===== config.mk =====
export PLATFORM = sky130hd
export DESIGN_NAME = arp_tbl_access_arbiter_flat
export DESIGN_NICKNAME = d
export VERILOG_FILES = /design/src/rtl/arp_tbl_access_arbiter_if.sv /design/src/rtl/arp_tbl_access_arbiter.sv /design/src/flat_wrapper.sv
export SDC_FILE = /design/constraint.sdc
export NUM_CORES = 1
export LEC_CHECK = 0
export ABC_AREA = 1
export BUFFER_PORTS_ARGS = -buffer_cell sky130_fd_sc_hd__buf_4
export CORE_AREA = 2 2 252 254
export DETAILED_ROUTE_END_ITERATION = 10
export DIE_AREA = 0 0 254 256
export PLACE_DENSITY = 0.45
export RECOVER_POWER = 50
export SLEW_MARGIN = 25
export SYNTH_ARGS = -nofsm -noshare
export SYNTH_HDL_FRONTEND = slang
export SYNTH_SLANG_ARGS = --single-unit
export TNS_END_PERCENT = 30

===== constraint.sdc =====
create_clock -name AXI_ACLK -period 5.1 [get_ports AXI_ACLK]
set_input_delay 0.255 -clock AXI_ACLK [delete_from_list [all_inputs] [get_ports AXI_ACLK]]
set_output_delay 0.255 -clock AXI_ACLK [all_outputs]
set_load 0.005 [all_outputs]

===== src/rtl/arp_tbl_access_arbiter_if.sv =====
// ---------------------------------------------------------------------------------------------
// arp_tbl_access_arbiter_if
//   Bundles the two requester ports (host register path h_*, ARP engine e_*) and the single
//   ARP-table access port (tbl_*) that arp_tbl_access_arbiter multiplexes.
//
//   Signals
//     h_req/e_req      request, held high until ack
//     h_wr/e_wr        1 = write, 0 = read, stable while req
//     h_addr/e_addr    entry address, stable while req
//     h_wdata/e_wdata  write data, stable while req
//     h_rdata/e_rdata  read data, valid with ack (0 otherwise)
//     h_ack/e_ack      one-cycle completion pulse
//     h_err/e_err      with ack: 1 = table ack timeout
//     tbl_rd_req       one-cycle read pulse to the table
//     tbl_wr_req       one-cycle write pulse to the table
//     tbl_rd_addr      read address
//     tbl_wr_addr      write address
//     tbl_wr_data      write data
//     tbl_rd_data      table read data
//     tbl_rd_ack       table read ack
//     tbl_wr_ack       table write ack
//
//   Modports
//     slave   the arbiter's view
//     master  the requesters' and the table's view
// ---------------------------------------------------------------------------------------------
interface arp_tbl_access_arbiter_if #(
    parameter int unsigned C_S_AXI_DATA_WIDTH = 32,
    parameter int unsigned C_ADDR_WIDTH       = 5
);
    localparam int unsigned C_ENTRY_WIDTH = 3 * C_S_AXI_DATA_WIDTH;

    logic                     h_req;
    logic                     h_wr;
    logic [C_ADDR_WIDTH-1:0]  h_addr;
    logic [C_ENTRY_WIDTH-1:0] h_wdata;
    logic [C_ENTRY_WIDTH-1:0] h_rdata;
    logic                     h_ack;
    logic                     h_err;

    logic                     e_req;
    logic                     e_wr;
    logic [C_ADDR_WIDTH-1:0]  e_addr;
    logic [C_ENTRY_WIDTH-1:0] e_wdata;
    logic [C_ENTRY_WIDTH-1:0] e_rdata;
    logic                     e_ack;
    logic                     e_err;

    logic                     tbl_rd_req;
    logic                     tbl_wr_req;
    logic [C_ADDR_WIDTH-1:0]  tbl_rd_addr;
    logic [C_ADDR_WIDTH-1:0]  tbl_wr_addr;
    logic [C_ENTRY_WIDTH-1:0] tbl_wr_data;
    logic [C_ENTRY_WIDTH-1:0] tbl_rd_data;
    logic                     tbl_rd_ack;
    logic                     tbl_wr_ack;

    modport slave (
        input  h_req, h_wr, h_addr, h_wdata,
        output h_rdata, h_ack, h_err,
        input  e_req, e_wr, e_addr, e_wdata,
        output e_rdata, e_ack, e_err,
        output tbl_rd_req, tbl_wr_req, tbl_rd_addr, tbl_wr_addr, tbl_wr_data,
        input  tbl_rd_data, tbl_rd_ack, tbl_wr_ack
    );

    modport master (
        output h_req, h_wr, h_addr, h_wdata,
        input  h_rdata, h_ack, h_err,
        output e_req, e_wr, e_addr, e_wdata,
        input  e_rdata, e_ack, e_err,
        input  tbl_rd_req, tbl_wr_req, tbl_rd_addr, tbl_wr_addr, tbl_wr_data,
        output tbl_rd_data, tbl_rd_ack, tbl_wr_ack
    );
endinterface


===== src/rtl/arp_tbl_access_arbiter.sv =====
// ---------------------------------------------------------------------------------------------
// arp_tbl_access_arbiter
//   Shares the single ARP-table access port between the host register path (h_*) and the
//   hardware ARP engine (e_*). Round-robin grant on ties, one transaction in flight, and a
//   table-ack timeout that completes the transaction with err = 1 and rdata = 0.
//
//   Ports
//     AXI_ACLK     clock
//     AXI_RESETN   asynchronous active-low reset
//     bus          requester and table signals (arp_tbl_access_arbiter_if.slave); the interface
//                  instance must use the same C_S_AXI_DATA_WIDTH / C_ADDR_WIDTH as this module
//     busy         1 whenever a transaction is in flight (state != IDLE)
//     timeout_cnt  saturating count of timed-out transactions
//
//   Flow: IDLE -> ISSUE -> WAIT -> DONE -> IDLE. A request sampled at edge N drives the table
//   request in cycle N+1, a table ack in cycle N+2 gives the requester ack in cycle N+3.
// ---------------------------------------------------------------------------------------------
module arp_tbl_access_arbiter #(
    parameter int unsigned C_S_AXI_DATA_WIDTH = 32,
    parameter int unsigned C_ADDR_WIDTH       = 5,
    parameter int unsigned C_ACK_TIMEOUT      = 16
) (
    input  logic                     AXI_ACLK,
    input  logic                     AXI_RESETN,
    arp_tbl_access_arbiter_if.slave  bus,
    output logic                     busy,
    output logic [31:0]              timeout_cnt
);
    localparam int unsigned C_ENTRY_WIDTH = 3 * C_S_AXI_DATA_WIDTH;
    localparam int unsigned C_CNT_WIDTH   = (C_ACK_TIMEOUT > 2) ? $clog2(C_ACK_TIMEOUT) : 1;

    typedef enum logic [1:0] {StIdle, StIssue, StWait, StDone} state_t;

    state_t                   state_q, state_d;
    logic                     grant_e_q, grant_e_d;   // current/last grant: 1 = engine
    logic                     wr_q, wr_d;
    logic [C_ADDR_WIDTH-1:0]  addr_q, addr_d;
    logic [C_ENTRY_WIDTH-1:0] wdata_q, wdata_d;
    logic [C_ENTRY_WIDTH-1:0] rdata_q, rdata_d;
    logic                     err_q, err_d;
    logic [C_CNT_WIDTH-1:0]   wait_cnt_q, wait_cnt_d;
    logic [31:0]              timeout_cnt_q, timeout_cnt_d;
    logic                     pick_e;
    logic                     ack_match;
    logic                     done;

    always_ff @(posedge AXI_ACLK or negedge AXI_RESETN) begin
        if (!AXI_RESETN) begin
            state_q       <= StIdle;
            grant_e_q     <= 1'b1;   // so the host wins the first tie
            wr_q          <= 1'b0;
            addr_q        <= '0;
            wdata_q       <= '0;
            rdata_q       <= '0;
            err_q         <= 1'b0;
            wait_cnt_q    <= '0;
            timeout_cnt_q <= '0;
        end else begin
            state_q       <= state_d;
            grant_e_q     <= grant_e_d;
            wr_q          <= wr_d;
            addr_q        <= addr_d;
            wdata_q       <= wdata_d;
            rdata_q       <= rdata_d;
            err_q         <= err_d;
            wait_cnt_q    <= wait_cnt_d;
            timeout_cnt_q <= timeout_cnt_d;
        end
    end

    // Only the ack type that matches the issued command completes the transaction.
    assign ack_match = wr_q ? bus.tbl_wr_ack : bus.tbl_rd_ack;

    always_comb begin
        state_d       = state_q;
        grant_e_d     = grant_e_q;
        wr_d          = wr_q;
        addr_d        = addr_q;
        wdata_d       = wdata_q;
        rdata_d       = rdata_q;
        err_d         = err_q;
        wait_cnt_d    = wait_cnt_q;
        timeout_cnt_d = timeout_cnt_q;
        pick_e        = 1'b0;

        unique case (state_q)
            StIdle: begin
                if (bus.h_req || bus.e_req) begin
                    // On a tie the requester that was not served last goes next.
                    pick_e    = (bus.h_req && bus.e_req) ? ~grant_e_q : bus.e_req;
                    grant_e_d = pick_e;
                    wr_d      = pick_e ? bus.e_wr    : bus.h_wr;
                    addr_d    = pick_e ? bus.e_addr  : bus.h_addr;
                    wdata_d   = pick_e ? bus.e_wdata : bus.h_wdata;
                    rdata_d   = '0;
                    err_d     = 1'b0;
                    state_d   = StIssue;
                end
            end
            StIssue: begin
                wait_cnt_d = '0;
                state_d    = StWait;
            end
            StWait: begin
                if (ack_match) begin
                    rdata_d = wr_q ? '0 : bus.tbl_rd_data;
                    err_d   = 1'b0;
                    state_d = StDone;
                end else if (wait_cnt_q == C_CNT_WIDTH'(C_ACK_TIMEOUT - 1)) begin
                    // This was the last allowed WAIT cycle.
                    rdata_d = '0;
                    err_d   = 1'b1;
                    state_d = StDone;
                    if (timeout_cnt_q != 32'hFFFF_FFFF) begin
                        timeout_cnt_d = timeout_cnt_q + 32'd1;
                    end
                end else begin
                    wait_cnt_d = wait_cnt_q + 1'b1;
                end
            end
            StDone: begin
                state_d = StIdle;
            end
            default: begin
                state_d = StIdle;
            end
        endcase
    end

    assign done = (state_q == StDone);

    assign bus.tbl_rd_req  = (state_q == StIssue) && !wr_q;
    assign bus.tbl_wr_req  = (state_q == StIssue) && wr_q;
    assign bus.tbl_rd_addr = addr_q;
    assign bus.tbl_wr_addr = addr_q;
    assign bus.tbl_wr_data = wdata_q;

    assign bus.h_ack   = done && !grant_e_q;
    assign bus.h_err   = done && !grant_e_q && err_q;
    assign bus.h_rdata = (done && !grant_e_q) ? rdata_q : '0;

    assign bus.e_ack   = done && grant_e_q;
    assign bus.e_err   = done && grant_e_q && err_q;
    assign bus.e_rdata = (done && grant_e_q) ? rdata_q : '0;

    assign busy        = (state_q != StIdle);
    assign timeout_cnt = timeout_cnt_q;
endmodule


===== src/flat_wrapper.sv =====
// flat-port wrapper written by rule: the top's interface ports become plain ports
module arp_tbl_access_arbiter_flat 
#(
    parameter int unsigned C_S_AXI_DATA_WIDTH = 32,
    parameter int unsigned C_ADDR_WIDTH       = 5,
    parameter int unsigned C_ACK_TIMEOUT      = 16
)
  (AXI_ACLK, AXI_RESETN, busy, timeout_cnt, bus_h_req, bus_h_wr, bus_h_addr, bus_h_wdata, bus_h_rdata, bus_h_ack, bus_h_err, bus_e_req, bus_e_wr, bus_e_addr, bus_e_wdata, bus_e_rdata, bus_e_ack, bus_e_err, bus_tbl_rd_req, bus_tbl_wr_req, bus_tbl_rd_addr, bus_tbl_wr_addr, bus_tbl_wr_data, bus_tbl_rd_data, bus_tbl_rd_ack, bus_tbl_wr_ack);
  arp_tbl_access_arbiter_if #(.C_S_AXI_DATA_WIDTH(C_S_AXI_DATA_WIDTH), .C_ADDR_WIDTH(C_ADDR_WIDTH)) bus_i ();
  input  logic AXI_ACLK;
  input  logic AXI_RESETN;
  output logic busy;
  output logic [31:0] timeout_cnt;
  input wire logic [$bits(bus_i.h_req)-1:0] bus_h_req;
  input wire logic [$bits(bus_i.h_wr)-1:0] bus_h_wr;
  input wire logic [$bits(bus_i.h_addr)-1:0] bus_h_addr;
  input wire logic [$bits(bus_i.h_wdata)-1:0] bus_h_wdata;
  output wire logic [$bits(bus_i.h_rdata)-1:0] bus_h_rdata;
  output wire logic [$bits(bus_i.h_ack)-1:0] bus_h_ack;
  output wire logic [$bits(bus_i.h_err)-1:0] bus_h_err;
  input wire logic [$bits(bus_i.e_req)-1:0] bus_e_req;
  input wire logic [$bits(bus_i.e_wr)-1:0] bus_e_wr;
  input wire logic [$bits(bus_i.e_addr)-1:0] bus_e_addr;
  input wire logic [$bits(bus_i.e_wdata)-1:0] bus_e_wdata;
  output wire logic [$bits(bus_i.e_rdata)-1:0] bus_e_rdata;
  output wire logic [$bits(bus_i.e_ack)-1:0] bus_e_ack;
  output wire logic [$bits(bus_i.e_err)-1:0] bus_e_err;
  output wire logic [$bits(bus_i.tbl_rd_req)-1:0] bus_tbl_rd_req;
  output wire logic [$bits(bus_i.tbl_wr_req)-1:0] bus_tbl_wr_req;
  output wire logic [$bits(bus_i.tbl_rd_addr)-1:0] bus_tbl_rd_addr;
  output wire logic [$bits(bus_i.tbl_wr_addr)-1:0] bus_tbl_wr_addr;
  output wire logic [$bits(bus_i.tbl_wr_data)-1:0] bus_tbl_wr_data;
  input wire logic [$bits(bus_i.tbl_rd_data)-1:0] bus_tbl_rd_data;
  input wire logic [$bits(bus_i.tbl_rd_ack)-1:0] bus_tbl_rd_ack;
  input wire logic [$bits(bus_i.tbl_wr_ack)-1:0] bus_tbl_wr_ack;
  assign bus_i.h_req = bus_h_req;
  assign bus_i.h_wr = bus_h_wr;
  assign bus_i.h_addr = bus_h_addr;
  assign bus_i.h_wdata = bus_h_wdata;
  assign bus_h_rdata = bus_i.h_rdata;
  assign bus_h_ack = bus_i.h_ack;
  assign bus_h_err = bus_i.h_err;
  assign bus_i.e_req = bus_e_req;
  assign bus_i.e_wr = bus_e_wr;
  assign bus_i.e_addr = bus_e_addr;
  assign bus_i.e_wdata = bus_e_wdata;
  assign bus_e_rdata = bus_i.e_rdata;
  assign bus_e_ack = bus_i.e_ack;
  assign bus_e_err = bus_i.e_err;
  assign bus_tbl_rd_req = bus_i.tbl_rd_req;
  assign bus_tbl_wr_req = bus_i.tbl_wr_req;
  assign bus_tbl_rd_addr = bus_i.tbl_rd_addr;
  assign bus_tbl_wr_addr = bus_i.tbl_wr_addr;
  assign bus_tbl_wr_data = bus_i.tbl_wr_data;
  assign bus_i.tbl_rd_data = bus_tbl_rd_data;
  assign bus_i.tbl_rd_ack = bus_tbl_rd_ack;
  assign bus_i.tbl_wr_ack = bus_tbl_wr_ack;
  arp_tbl_access_arbiter #(.C_S_AXI_DATA_WIDTH(C_S_AXI_DATA_WIDTH), .C_ADDR_WIDTH(C_ADDR_WIDTH), .C_ACK_TIMEOUT(C_ACK_TIMEOUT)) u_core (.AXI_ACLK(AXI_ACLK), .AXI_RESETN(AXI_RESETN), .bus(bus_i), .busy(busy), .timeout_cnt(timeout_cnt));
endmodule

==> results.md, run 1 <==
- Power per Cell Area: 424 nW/µm²
- Sum of negative setup slack: 0 ps
- Total track usage: 0.160
- Antenna cells: 0
- Post-DRT Antenna Nets: 0
- Top cell types by occurrence after synthesis: sky130_fd_sc_hd__nand2_1 (486), sky130_fd_sc_hd__nor2_1 (347), sky130_fd_sc_hd__o21ai_0 (269)
- Maximum cell stage delay along the critical path: 990 ps
- Count of TritonRoute iterations in the first routing pass: 7
- Routability cong.: 0.820
- Rows: 92
- Count of H-tree levels built during CTS: 1
- Number of failing setup endpoints in the final timing report: 0
- Headroom to the max-slew limit: -1.11
- Post-synthesis xor/xnor area fraction: 0.0115
- Post-synth EDFFs: 0
- Worst reg2reg path startpoint: u_core.state_q[0]$_DFFE_PN0P_
- Main combinational cell family by area after synthesis: simple AND/OR/NAND/NOR gates
- Endpoint required time on the critical path: 5600 ps
- Number of maximum-capacitance constraint violations: 1
- Drt first-iter violations: 598
- R2r setup slk: 1220 ps
- Final clock period utilization by the worst path: 0.761
- Status: finished with violations
- Static Leak: 0.00981 µW
- Clock tree skew after final layout: 14.7 ps
- Proportion of synthesized area in mux cells: 0
- Setup repair after global routing missed its margin: no
- Number of buffers on the longest clock path: 3
- Largest net degree at the start of global routing: 195
- Compound-Gate Fraction of Synth Area: 0.132
- Endpoint of the lowest-slack register-to-register path: u_core.bus.tbl_rd_addr[1]$_DFFE_PN0P_
- Layout cells sized above 1: 0.252
- Kind of cell adding the most delay to the critical path: buffers and inverters
- Total CTS buffers: 29
- Count of unresolved DRC violations after routing: 0
- Avg Cell Area, Syn: 7.20 µm²
- Setup fix buffers added after clock tree synthesis: 0
- Maximum frequency from static timing analysis: 258 MHz
- Post-synthesis simple-gate area fraction: 0.279
- Syn nets: 2000
- Share of synthesized flip-flops with an asynchronous set or reset: 1.00
- Routed wire per std cell: 15.8 µm
- Violated checks: capacitance limit, slew limit
- Number of distinct library cell variants in the gate-level netlist after synthesis: 28
- Growth of design area from synthesis to finish: 76.1%
- Initial antenna violation count: 0
- Setup Slack @ Placement: 2140 ps
- Hold path startpoint: bus_tbl_rd_data[63]
- Number of global-route vias before repair: 14100
- Count of cells resized by post-cts repair: 0
- Worst hold slack: 29.8 ps
- Largest voltage drop on the vdd net: 517 µV
- Floorplan die width: 254 µm
- Hold Path Cell Cnt: 3
- Area of the mapped netlist: 12100 µm²
- Cell breakdown of the critical path: inv_1 -> ha_1 -> o21ai_4 -> buf_4 -> inv_1 -> buf_4 -> o21ai_0 -> o21ai_0 -> dlygate4sd3_1
- Die outline area: 65000 µm²
- Post-synthesis sequential area ratio: 0.491
- Final setup slack of the worst path: 1220 ps
- Leading register cell type out of synthesis: sky130_fd_sc_hd__dfrtp_1
- Clock tree root buffer cell: sky130_fd_sc_hd__clkbuf_16
- Most common cell in the synthesized netlist: sky130_fd_sc_hd__nand2_1
- Critical path launch point type: flip-flop
- Worst Path Buf+Inv: 5
- Initial standard-cell utilization of the core: 0.195
- Final HPWL DP: 39300 µm
- Tightest Hold Check Type: in -> reg
- Sink of the worst hold path: u_core.rdata_q[63]$_DFFE_PN0P_
- Cell type with the highest aggregate area in the netlist: sky130_fd_sc_hd__dfrtp_1
- Crit path capture type: flip-flop
- Leading cell types by total area after synthesis: sky130_fd_sc_hd__dfrtp_1 (49%), sky130_fd_sc_hd__nand2_1 (15%), sky130_fd_sc_hd__o21ai_0 (11%)
- Post-place instance area: 17700 µm²
- Data arrival time of the critical path: 4390 ps
- Final period demand of the worst path: 3880 ps
- Placed Instances: 3080
- Worst-path clk slew: 60 ps
- Warning count from the yosys run: 0
- Transition time of the tightest slew-check pin: 3170 ps
- Worst Reg-to-Reg Cells: 9
- Global-route wire length before repair: 82400 µm
- Core area: 62400 µm²
- Average vias per placed instance: 4.13
- Crit path max-delay cell type: sky130_fd_sc_hd__inv_1
- Startpoint-to-endpoint class of the critical path: reg -> reg
- Die Height: 256 µm
- Adder and majority cell fraction of the synthesized area: 0.00721
- Filler cell count: 6712
- Number of hold-slack violations in the final timing report: 0
- Count of buffers from port buffering: 642
- GRT overflow: 0
- Number of max-slew violations in the final report: 119
- Non-Filler Instances: 3425
- Source-to-sink clock delay at the later pin of the worst-skew pair: 570 ps
- Via count: 14100
- Number of nets at the end of the flow: 2870
- Cell count after synthesis: 1687
- Post-Route WL: 54100 µm
- Clock tree from TritonCTS: built
- Final instance area: 21400 µm²
- I/O pin total: 643
- Proportion of netlist area held by the largest area contributor: 0.489
- Count of clock tree sinks: 238
- Maximum fanout along the worst path: 55
- Number of hold buffers added after CTS: 292
- Flip-flop and latch count after synthesis: 238
## registers in the layout, indices dropped and copies added (netlist names)
name and flops:
u_core.bus.tbl_wr_data 96, u_core.rdata_q 96, u_core.timeout_cnt 32, u_core.bus.tbl_rd_addr 5, u_core.wait_cnt_q 4, u_core.state_q 2, u_core.err_q 1, u_core.grant_e_q 1
u_core.wr_q 1
## layout make-up
class	instances	area (µm²)	share of cell area
flip-flops and latches	238	5960	0.279
repair buffers	944	7610	0.356
clock inverters	11	133	0.00620
inverters	130	488	0.0228
well taps	846	1060	0.0495
clock buffers	42	875	0.0409
multi-input cells	1214	5250	0.246
## stage by stage
stage | power, µW | util
global placement | 6250 | 0.284
global route | 9770 | 0.343
detailed placement | 6310 | 0.284
CTS | 9420 | 0.347
finish | 9070 | 0.343
floorplan | 4570 | -
## placed cells by master (no fill, tap or decap), types with 4 or more instances in the layout
cell	count
sky130_fd_sc_hd__nand2_1	484
sky130_fd_sc_hd__clkbuf_8	10
sky130_fd_sc_hd__nor2_1	347
sky130_fd_sc_hd__inv_1	127
sky130_fd_sc_hd__o21ai_1	41
sky130_fd_sc_hd__ha_1	7
sky130_fd_sc_hd__a21oi_1	4
sky130_fd_sc_hd__clkbuf_4	75
sky130_fd_sc_hd__o21ai_0	269
sky130_fd_sc_hd__dlygate4sd3_1	292
sky130_fd_sc_hd__clkinv_2	7
sky130_fd_sc_hd__clkbuf_16	29
sky130_fd_sc_hd__nand3_1	11
sky130_fd_sc_hd__clkbuf_1	70
sky130_fd_sc_hd__nand3b_1	13
sky130_fd_sc_hd__dfrtp_1	237
sky130_fd_sc_hd__xor2_1	13
sky130_fd_sc_hd__buf_4	504
sky130_fd_sc_hd__nor3_1	5
## cells by family (layout without fill, tap and decap cells)
family,Yosys count,in the layout
and+or+nand+nor,873,873
AOI/OAI and AO/OA,318,318
DFF,238,238
buffers and inverters,235,1127
xor gates and xnor gates,16,16
adders and majority gates,7,7
## metal layers
metal / routed length (µm) / track usage / up-vias
met5: 0 / 0 / -
met4: 2830 / 0.0775 / 0
met3: 3960 / 0.0364 / 94
met2: 25200 / 0.269 / 532
met1: 22100 / 0.191 / 6510
li1: - / - / 6997
## worst max-delay path by stage
| stage | start | to | slack, ps | cells past startpoint |
|---|---|---|---|---|
| after floorplan | u_core.state_q[0]$_DFFE_PN0P_ | u_core.err_q$_DFFE_PN0P_ | 3380 | 9 |
| after global placement | u_core.state_q[0]$_DFFE_PN0P_ | u_core.bus.tbl_wr_data[2]$_DFFE_PN0P_ | 2280 | 8 |
| after global routing | AXI_RESETN | u_core.rdata_q[32]$_DFFE_PN0P_ | 700 | 3 |
| final | u_core.state_q[0]$_DFFE_PN0P_ | u_core.bus.tbl_rd_addr[1]$_DFFE_PN0P_ | 1220 | 9 |
| after CTS | u_core.state_q[0]$_DFFE_PN0P_ | u_core.bus.tbl_wr_data[29]$_DFFE_PN0P_ | 1640 | 9 |
| after detailed placement | u_core.state_q[0]$_DFFE_PN0P_ | u_core.bus.tbl_wr_data[29]$_DFFE_PN0P_ | 2140 | 8 |
## worst register-to-register path, stage by stage, from the launching register on
cell	delay, ps
sky130_fd_sc_hd__dfrtp_1	400
sky130_fd_sc_hd__inv_1	140
sky130_fd_sc_hd__ha_1	300
sky130_fd_sc_hd__o21ai_4	80
sky130_fd_sc_hd__buf_4	300
sky130_fd_sc_hd__inv_1	1000
sky130_fd_sc_hd__buf_4	620
sky130_fd_sc_hd__o21ai_0	200
sky130_fd_sc_hd__o21ai_0	200
sky130_fd_sc_hd__dlygate4sd3_1	580
## power breakdown
part	internal, µW	leakage (µW)	total (µW)	switching [µW]
clock network	1330	0.000503	2200	868
logic	1770	0.00618	3960	2200
registers	2520	0.00313	2910	388
total	5610	0.00981	9070	3450
No activity file was read; power rests on OpenSTA's default activity.
==> run 2, diff against run 1 <==
Clock period 5.1 ns to 4.05 ns, I/O delays scaled along.
==> results.md, run 2 (synthesized netlist as in run 1, its figures left out) <==
- Growth of design area from synthesis to finish: 76.4%
- Placed Instances: 3085 (+0.16%)
- Count of clock tree sinks: 238 (unchanged)
- Most common cell after layout, fill and taps aside: sky130_fd_sc_hd__buf_4
- Fraction of power consumed by sequential logic: 0.324 (+0.003)
- Global-route wire length before repair: 83700 µm (+1.5%)
- Worst-path clk slew: 60 ps (about the same)
- Number of nets at the end of the flow: 2883 (+0.45%)
- Violated checks: capacitance limit, slew limit
- Maximum fanout along the worst path: 59 (+7.3%)
- Die Height: 256 µm (unchanged)
- I/O pin total: 643 (unchanged)
- Number of max-slew violations in the final report: 66 (-45%)
- Number of buffers on the longest clock path: 3 (unchanged)
- Transition time of the tightest slew-check pin: 1930 ps (-1240 ps)
- Endpoint of the lowest-slack register-to-register path: u_core.bus.tbl_wr_data[18]$_DFFE_PN0P_
- Count of H-tree levels built during CTS: 1 (unchanged)
- Clock tree root buffer cell: sky130_fd_sc_hd__clkbuf_16
- Count of unresolved DRC violations after routing: 0 (unchanged)
- Commonest cells after routing, fill and taps aside: sky130_fd_sc_hd__buf_4 (492), sky130_fd_sc_hd__nand2_1 (485), sky130_fd_sc_hd__nor2_1 (347)
- Number of failing setup endpoints in the final timing report: 0 (unchanged)
- Total CTS buffers: 30 (+3.4%)
- Antenna cells: 0 (unchanged)
- Fraction of the core area covered by cells at the end of the flow: 0.343 (+0.000561)
- Kind of cell adding the most delay to the critical path: buffers and inverters
- Initial standard-cell utilization of the core: 0.195 (unchanged)
- Cell breakdown of the critical path: ha_1 -> inv_1 -> nor2_1 -> inv_2 -> buf_4 -> nor2_1 -> buf_4
- Power per Cell Area: 527 nW/µm² (+24%)
- Switching power share of the total: 0.386 (+0.00528)
- Headroom to the max-slew limit: -0.284 (+0.828)
- Net switching power: 4360 µW (+26%)
- Final HPWL DP: 40100 µm (+2.1%)
- Core area: 62400 µm² (unchanged)
- GRT overflow: 0 (unchanged)
- Worst reg2reg path startpoint: u_core.state_q[0]$_DFFE_PN0P_
- Final period demand of the worst path: 2970 ps
- Worst Reg-to-Reg Cells: 8 (-1)
- R2r setup slk: 1170 ps (-50 ps)
- Initial antenna violation count: 1 (+1)
- Tightest Hold Check Type: in -> reg
- Maximum frequency from static timing analysis: 337 MHz
- Static Leak: 0.00980 µW (-0.11%)
- Comb power frac: 0.453 (+0.016)
- Final clock period utilization by the worst path: 0.733
- Clock tree skew after final layout: 29.4 ps (+14.8 ps)
- Post-place instance area: 17800 µm² (+0.42%)
- Final instance area: 21400 µm² (+0.16%)
- Number of hold-slack violations in the final timing report: 0 (unchanged)
- Layout cells sized above 1: 0.250 (-0.00233)
- Part of the total power dissipated in the clock network: 0.224 (-0.018)
- Die outline area: 65000 µm² (unchanged)
- Routability cong.: 0.830 (+1.2%)
- Filler cell count: 6795 (+1.2%)
- Design internal power: 6930 µW (+23%)
- Number of maximum-capacitance constraint violations: 1 (unchanged)
- Drt first-iter violations: 559 (-6.5%)
- Average vias per placed instance: 4.13 (about the same)
- Sequential standard cell area: 5960 µm² (unchanged)
- Worst Path Buf+Inv: 4 (-1)
- Floorplan die width: 254 µm (unchanged)
- Source-to-sink clock delay at the later pin of the worst-skew pair: 590 ps (+20 ps)
- Maximum cell stage delay along the critical path: 590 ps (-400 ps)
- Largest voltage drop on the vdd net: 433 µV (-16%)
- Post-DRT Antenna Nets: 0 (unchanged)
- Number of global-route vias before repair: 14300 (+1.4%)
- Via count: 14200 (+0.33%)
- Critical path launch point type: flip-flop
- Endpoint of the worst setup timing path: bus_h_rdata[35]
- Sum of negative setup slack: 0 ps (unchanged)
- Hold path startpoint: bus_tbl_rd_data[57]
- Total track usage: 0.164 (+0.00408)
- Data arrival time of the critical path: 2760 ps (-1630 ps)
- Count of buffers from port buffering: 642 (unchanged)
- Clock tree from TritonCTS: built
- Rows: 92 (unchanged)
- Footprint of the multi-input gates: 5250 µm² (about the same)
- Count of TritonRoute iterations in the first routing pass: 5 (-2)
- Endpoint required time on the critical path: 3850 ps (-1750 ps)
- Crit path max-delay cell type: sky130_fd_sc_hd__buf_4
- Worst path depth: 7 (-2)
- Status: finished with violations
- Setup repair after global routing missed its margin: no
- Non-Filler Instances: 3433 (+0.23%)
- Routed wire per std cell: 16.1 µm (+1.8%)
- Setup crit start: u_core.state_q[1]$_DFFE_PN0P_
- Crit path capture type: output pin
- Startpoint-to-endpoint class of the critical path: reg -> out
- Largest net degree at the start of global routing: 114 (-42%)
- Post-Route WL: 55200 µm (+2.0%)
[run 2: changes by cell type in the layout (fill, tap and decap cells not counted), sizes merged]
cell         previous run  this run
buf                   509       499
bufinv                  3         0
clkbuf                185       203
clkinv                  8         4
dlygate4sd3           292       299
[run 2: per-stage QoR]
| stage | hold slack [ps] | setup WS [ps] | total power [µW] |
|---|---|---|---|
| 2_1_floorplan | -93.1 | 2330 | 5760 |
| 3_3_place_gp | 217 | 1680 | 7960 |
| 3_5_place_dp | 220 | 1550 | 8030 |
| 4_1_cts | 18.1 | 1010 | 11700 |
| 5_1_grt | 25.3 | 862 | 12200 |
| 6_report | 24.0 | 1080 | 11300 |
[run 2: what timing repair did]
| action | in CTS | in global routing |
|---|---|---|
| hold buffers | 299 | 0 |
| hold endpoints to repair | 262 | 0 |
| buffers inserted | 0 | 0 |
| gates resized for setup | 0 | 0 |
[run 2: cell type report]
type / count / share of cell area
Clock buffer: 45 / 0.0406
Clock inverter: 4 / 0.00105
Inverter: 130 / 0.0228
Multi-Input combinational cell: 1214 / 0.245
Sequential cell: 238 / 0.278
Tap cell: 846 / 0.0494
Timing Repair Buffer: 956 / 0.363
[run 2: power by group through the flow]
stage          clock, µW  sequential, µW  combinational, µW
2_1_floorplan          0            3620               2140
3_3_place_gp           0            3680               4270
3_5_place_dp           0            3690               4340
4_1_cts             2640            3670               5440
5_1_grt             2740            3750               5680
6_report            2520            3650               5110
[run 2: how the worst min path moves through the flow]
| stage | to | slack, ps | depth (start not counted) |
|---|---|---|---|
| after global routing | u_core.rdata_q[57]$_DFFE_PN0P_ | 30 | 3 |
| after detailed placement | u_core.bus.tbl_wr_data[53]$_DFFE_PN0P_ | 220 | 1 |
| after floorplan | u_core.bus.tbl_rd_addr[0]$_DFFE_PN0P_ | -90 | 0 |
| after global placement | u_core.wr_q$_DFFE_PN0P_ | 220 | 1 |
| final | u_core.rdata_q[57]$_DFFE_PN0P_ | 20 | 3 |
| after CTS | u_core.rdata_q[57]$_DFFE_PN0P_ | 20 | 3 |
[run 2: worst min-delay path, delay by kind of cell]
family	cells	cell delay (ps)
AOI/OAI and AO/OA	1	110
buffers and inverters	1	110
and+or+nand+nor	1	110
[run 2: routing by layer]
metal	global-route usage	wire, µm	up-vias
met2	0.281	26300	513
met1	0.193	22300	6583
li1	-	-	7010
met5	0	10	-
met3	0.0422	4320	72
met4	0.0688	2270	2
==> run 3, diff against run 2 <==
Settings changed: ABC_AREA 1 to 0, CORE_AREA 2 2 252 254 to 2 2 249 251, DIE_AREA 0 0 254 256 to 0 0 251 253.
Clock period 4.05 ns to 2.8 ns, I/O delays scaled along.
==> results.md, run 3 <==
- Setup repair after global routing missed its margin: no
- Maximum cell stage delay along the critical path: 670 ps (+80 ps)
- Most Used Layer, Global Route: met2
- Number of global-route vias before repair: 12700 (-12%)
- Static Leak: 0.0104 µW (+5.9%)
- Clock tree root buffer cell: sky130_fd_sc_hd__clkbuf_16
- Most common cell in the synthesized netlist: sky130_fd_sc_hd__nand2_1
- Drt first-iter violations: 412 (-26%)
- Avg Cell Area, Syn: 9.15 µm² (+27%)
- Endpoint required time on the critical path: 2660 ps (-1190 ps)
- Cell breakdown of the critical path: clkbuf_8 -> nor2b_4 -> buf_12 -> and2_1 -> buf_4
- GRT overflow: 0 (unchanged)
- Proportion of netlist area held by the largest area contributor: 0.501 (+0.0123)
- Status: finished clean
- Count of clock tree sinks: 238 (unchanged)
- Data arrival time of the critical path: 2500 ps (-260 ps)
- Syn nets: 1607 (-20%)
- Die outline area: 63500 µm² (-2.3%)
- Clock tree skew after final layout: 7.58 ps (-21.9 ps)
- Core area: 61000 µm² (-2.2%)
- Number of failing setup endpoints in the final timing report: 0 (unchanged)
- Count of H-tree levels built during CTS: 1 (unchanged)
- Top cell types by occurrence after synthesis: sky130_fd_sc_hd__nand2_1 (309), sky130_fd_sc_hd__dfrtp_1 (237), sky130_fd_sc_hd__o21ai_0 (201)
- Largest voltage drop on the vdd net: 377 µV (-13%)
- I/O pin total: 643 (unchanged)
- Clock tree from TritonCTS: built
- Met3 demand-to-capacity share in global routing: 0.0338 (-0.00838)
- Leading register cell type out of synthesis: sky130_fd_sc_hd__dfrtp_1
- Post-synth EDFFs: 0 (unchanged)
- Post-DRT Antenna Nets: 0 (unchanged)
- Rows: 91 (-1.1%)
- Worst hold slack: 42.4 ps (+18.4 ps)
- Critical path launch point type: flip-flop
- Via count: 12400 (-12%)
- Headroom to the max-slew limit: 0.0124 (+0.297)
- Post-Route WL: 49500 µm (-10%)
- Warning count from the yosys run: 0 (unchanged)
- Crit path max-delay cell type: sky130_fd_sc_hd__dfstp_2
- Tightest Hold Check Type: in -> reg
- Startpoint-to-endpoint class of the critical path: reg -> out
- Number of buffers on the longest clock path: 3 (unchanged)
- Worst Path Buf+Inv: 3 (-1)
- Average vias per placed instance: 4.13 (about the same)
- Flip-flop and latch count after synthesis: 238 (unchanged)
- Area of the mapped netlist: 11800 µm² (-2.5%)
- Post-synthesis sequential area ratio: 0.503 (+0.0123)
- Number of hold-slack violations in the final timing report: 0 (unchanged)
- Number of maximum-capacitance constraint violations: 0 (-1)
- Layout cells sized above 1: 0.288 (+0.0386)
- Final clock period utilization by the worst path: 0.944
- Power per Cell Area: 727 nW/µm² (+38%)
- Most common cell after layout, fill and taps aside: sky130_fd_sc_hd__buf_4
- Cell type with the highest aggregate area in the netlist: sky130_fd_sc_hd__dfrtp_1
- Total track usage: 0.148 (-0.0156)
- Transition time of the tightest slew-check pin: 1480 ps (-445 ps)
- Final HPWL DP: 37400 µm (-6.6%)
- Sum of negative setup slack: 0 ps (unchanged)
- Maximum fanout along the worst path: 99 (+68%)
- Die Height: 253 µm (-1.2%)
- Kind of cell adding the most delay to the critical path: buffers and inverters
- Number of nets at the end of the flow: 2505 (-13%)
- Count of buffers from port buffering: 642 (unchanged)
- Routing usage on met1: 0.173 (-0.0199)
- Total CTS buffers: 29 (-3.3%)
- Routed wire per std cell: 16.5 µm (+2.3%)
- Final period demand of the worst path: 2640 ps
- R2r setup slk: 230 ps (-940 ps)
- Number of max-slew violations in the final report: 0 (-100%)
- Initial antenna violation count: 3 (+2)
- Count of TritonRoute iterations in the first routing pass: 4 (-1)
- Initial standard-cell utilization of the core: 0.194 (-0.000539)
- Floorplan die width: 251 µm (-1.2%)
- Setup fix buffers added after clock tree synthesis: 0 (unchanged)
- Global-route wire length before repair: 74200 µm (-11%)
- Count of unresolved DRC violations after routing: 0 (unchanged)
- Crit path capture type: output pin
- Largest net degree at the start of global routing: 99 (-13%)
- Maximum frequency from static timing analysis: 378 MHz
- Growth of design area from synthesis to finish: 79.8%
- Number of distinct library cell variants in the gate-level netlist after synthesis: 44 (+57%)
- Routability cong.: 0.839 (+1.1%)
- Source-to-sink clock delay at the later pin of the worst-skew pair: 550 ps (-40 ps)
- Cell count after synthesis: 1294 (-23%)
- Share of synthesized flip-flops with an asynchronous set or reset: 1.00 (unchanged)
- Leading cell types by total area after synthesis: sky130_fd_sc_hd__dfrtp_1 (50%), sky130_fd_sc_hd__nand2_1 (9.8%), sky130_fd_sc_hd__mux2i_1 (8.9%)
- Worst-path clk slew: 60 ps (about the same)
- Commonest cells after routing, fill and taps aside: sky130_fd_sc_hd__buf_4 (511), sky130_fd_sc_hd__nand2_1 (309), sky130_fd_sc_hd__dlygate4sd3_1 (299)
- Met2 track demand over resource: 0.269 (-0.0112)
run 3: cell count changes after synthesis, moves of 40 or more:
cell and change:
sky130_fd_sc_hd__and2_1 +98, sky130_fd_sc_hd__and3_1 +98, sky130_fd_sc_hd__inv_1 -115, sky130_fd_sc_hd__mux2i_1 +105
sky130_fd_sc_hd__nand2_1 -177, sky130_fd_sc_hd__nor2_1 -332, sky130_fd_sc_hd__o21ai_0 -68, sky130_fd_sc_hd__o21ai_1 -40
run 3: final timing paths:
kind                                                             start                                      to  cells after the start
worst max register to register           u_core.state_q[0]$_DFFE_PN0P_      u_core.timeout_cnt[26]$_DFFE_PN0P_                      7
min in group asynchronous                                   AXI_RESETN  u_core.bus.tbl_wr_data[78]$_DFFE_PN0P_                      2
max in group asynchronous                                   AXI_RESETN  u_core.bus.tbl_wr_data[68]$_DFFE_PN0P_                      3
worst min-delay path                                   bus_h_wdata[18]  u_core.bus.tbl_wr_data[18]$_DFFE_PN0P_                      3
worst max-delay path                      u_core.grant_e_q$_DFFE_PN1P_                         bus_h_rdata[61]                      5
worst min register to register  u_core.bus.tbl_wr_data[55]$_DFFE_PN0P_  u_core.bus.tbl_wr_data[55]$_DFFE_PN0P_                      2
run 3: cell families (layout without fill, tap and decap cells):
| family | count (synthesis) | count (layout) | share of synthesized area |
|---|---|---|---|
| simple gates | 580 | 580 | 0.243 |
| compound gates | 216 | 216 | 0.0937 |
| other cells | 0 | 3 | 0 |
| buf+inv | 116 | 1035 | 0.0400 |
| fa+ha+maj | 7 | 7 | 0.00740 |
| mux | 107 | 107 | 0.0910 |
| xor+xnor | 30 | 30 | 0.0222 |
| flops | 238 | 238 | 0.503 |
run 3: metal layers:
layer	wire length (µm)	vias to the layer above	share of wire
met5	13	-	0.00026
met1	19900	5775	0.40
met3	3190	69	0.064
met4	1340	2	0.027
met2	25100	420	0.51
li1	-	6143	-
run 3: through the flow:
stage / power (µW) / util / instances / area, µm² / worst slack [ps]
4_1_cts: 16300 / 0.356 / 3003 / 21700 / 78.9
3_3_place_gp: 11400 / 0.289 / 2651 / 17600 / 466
3_5_place_dp: 11500 / 0.289 / 2652 / 17600 / 377
2_1_floorplan: 8060 / - / 1294 / 11800 / 757
6_report: 15500 / 0.349 / 3006 / 21300 / 157
5_1_grt: 16700 / 0.349 / 3004 / 21300 / 9.23
run 3: report_power, final:
group	leakage (µW)	internal (µW)	switching (µW)	total, µW
registers	0.00312	4590	862	5450
clock network	0.000519	2630	1510	4150
logic	0.00674	2520	3360	5880
total	0.0104	9740	5740	15500
run 3: worst register-to-register path: cells and delay by family, from the launching register on:
| family | cells | cell delay [ps] |
|---|---|---|
| adder cells (fa/ha/maj) | 1 | 350 |
| flip-flops | 1 | 410 |
| buffers and inverters | 1 | 130 |
| AND/OR/NAND/NOR | 4 | 1460 |
| XOR/XNOR | 1 | 150 |
run 3: area by class of cell:
class	count	area, µm²
repair buffers	971	7810
clock buffers	43	888
flip-flops and latches	238	5960
multi-input cells	940	5420
diodes	3	7.51
well taps	790	988
clock inverters	9	175
fillers	6337	39700
inverters	12	45.0
run 3: timing repair:
action,in CTS,in global routing
gates resized for setup,1,1
pin swaps,0,0
setup endpoints to repair,94,1
gates cloned,0,0
hold buffers,299,0
endpoints found under the hold margin,268,0
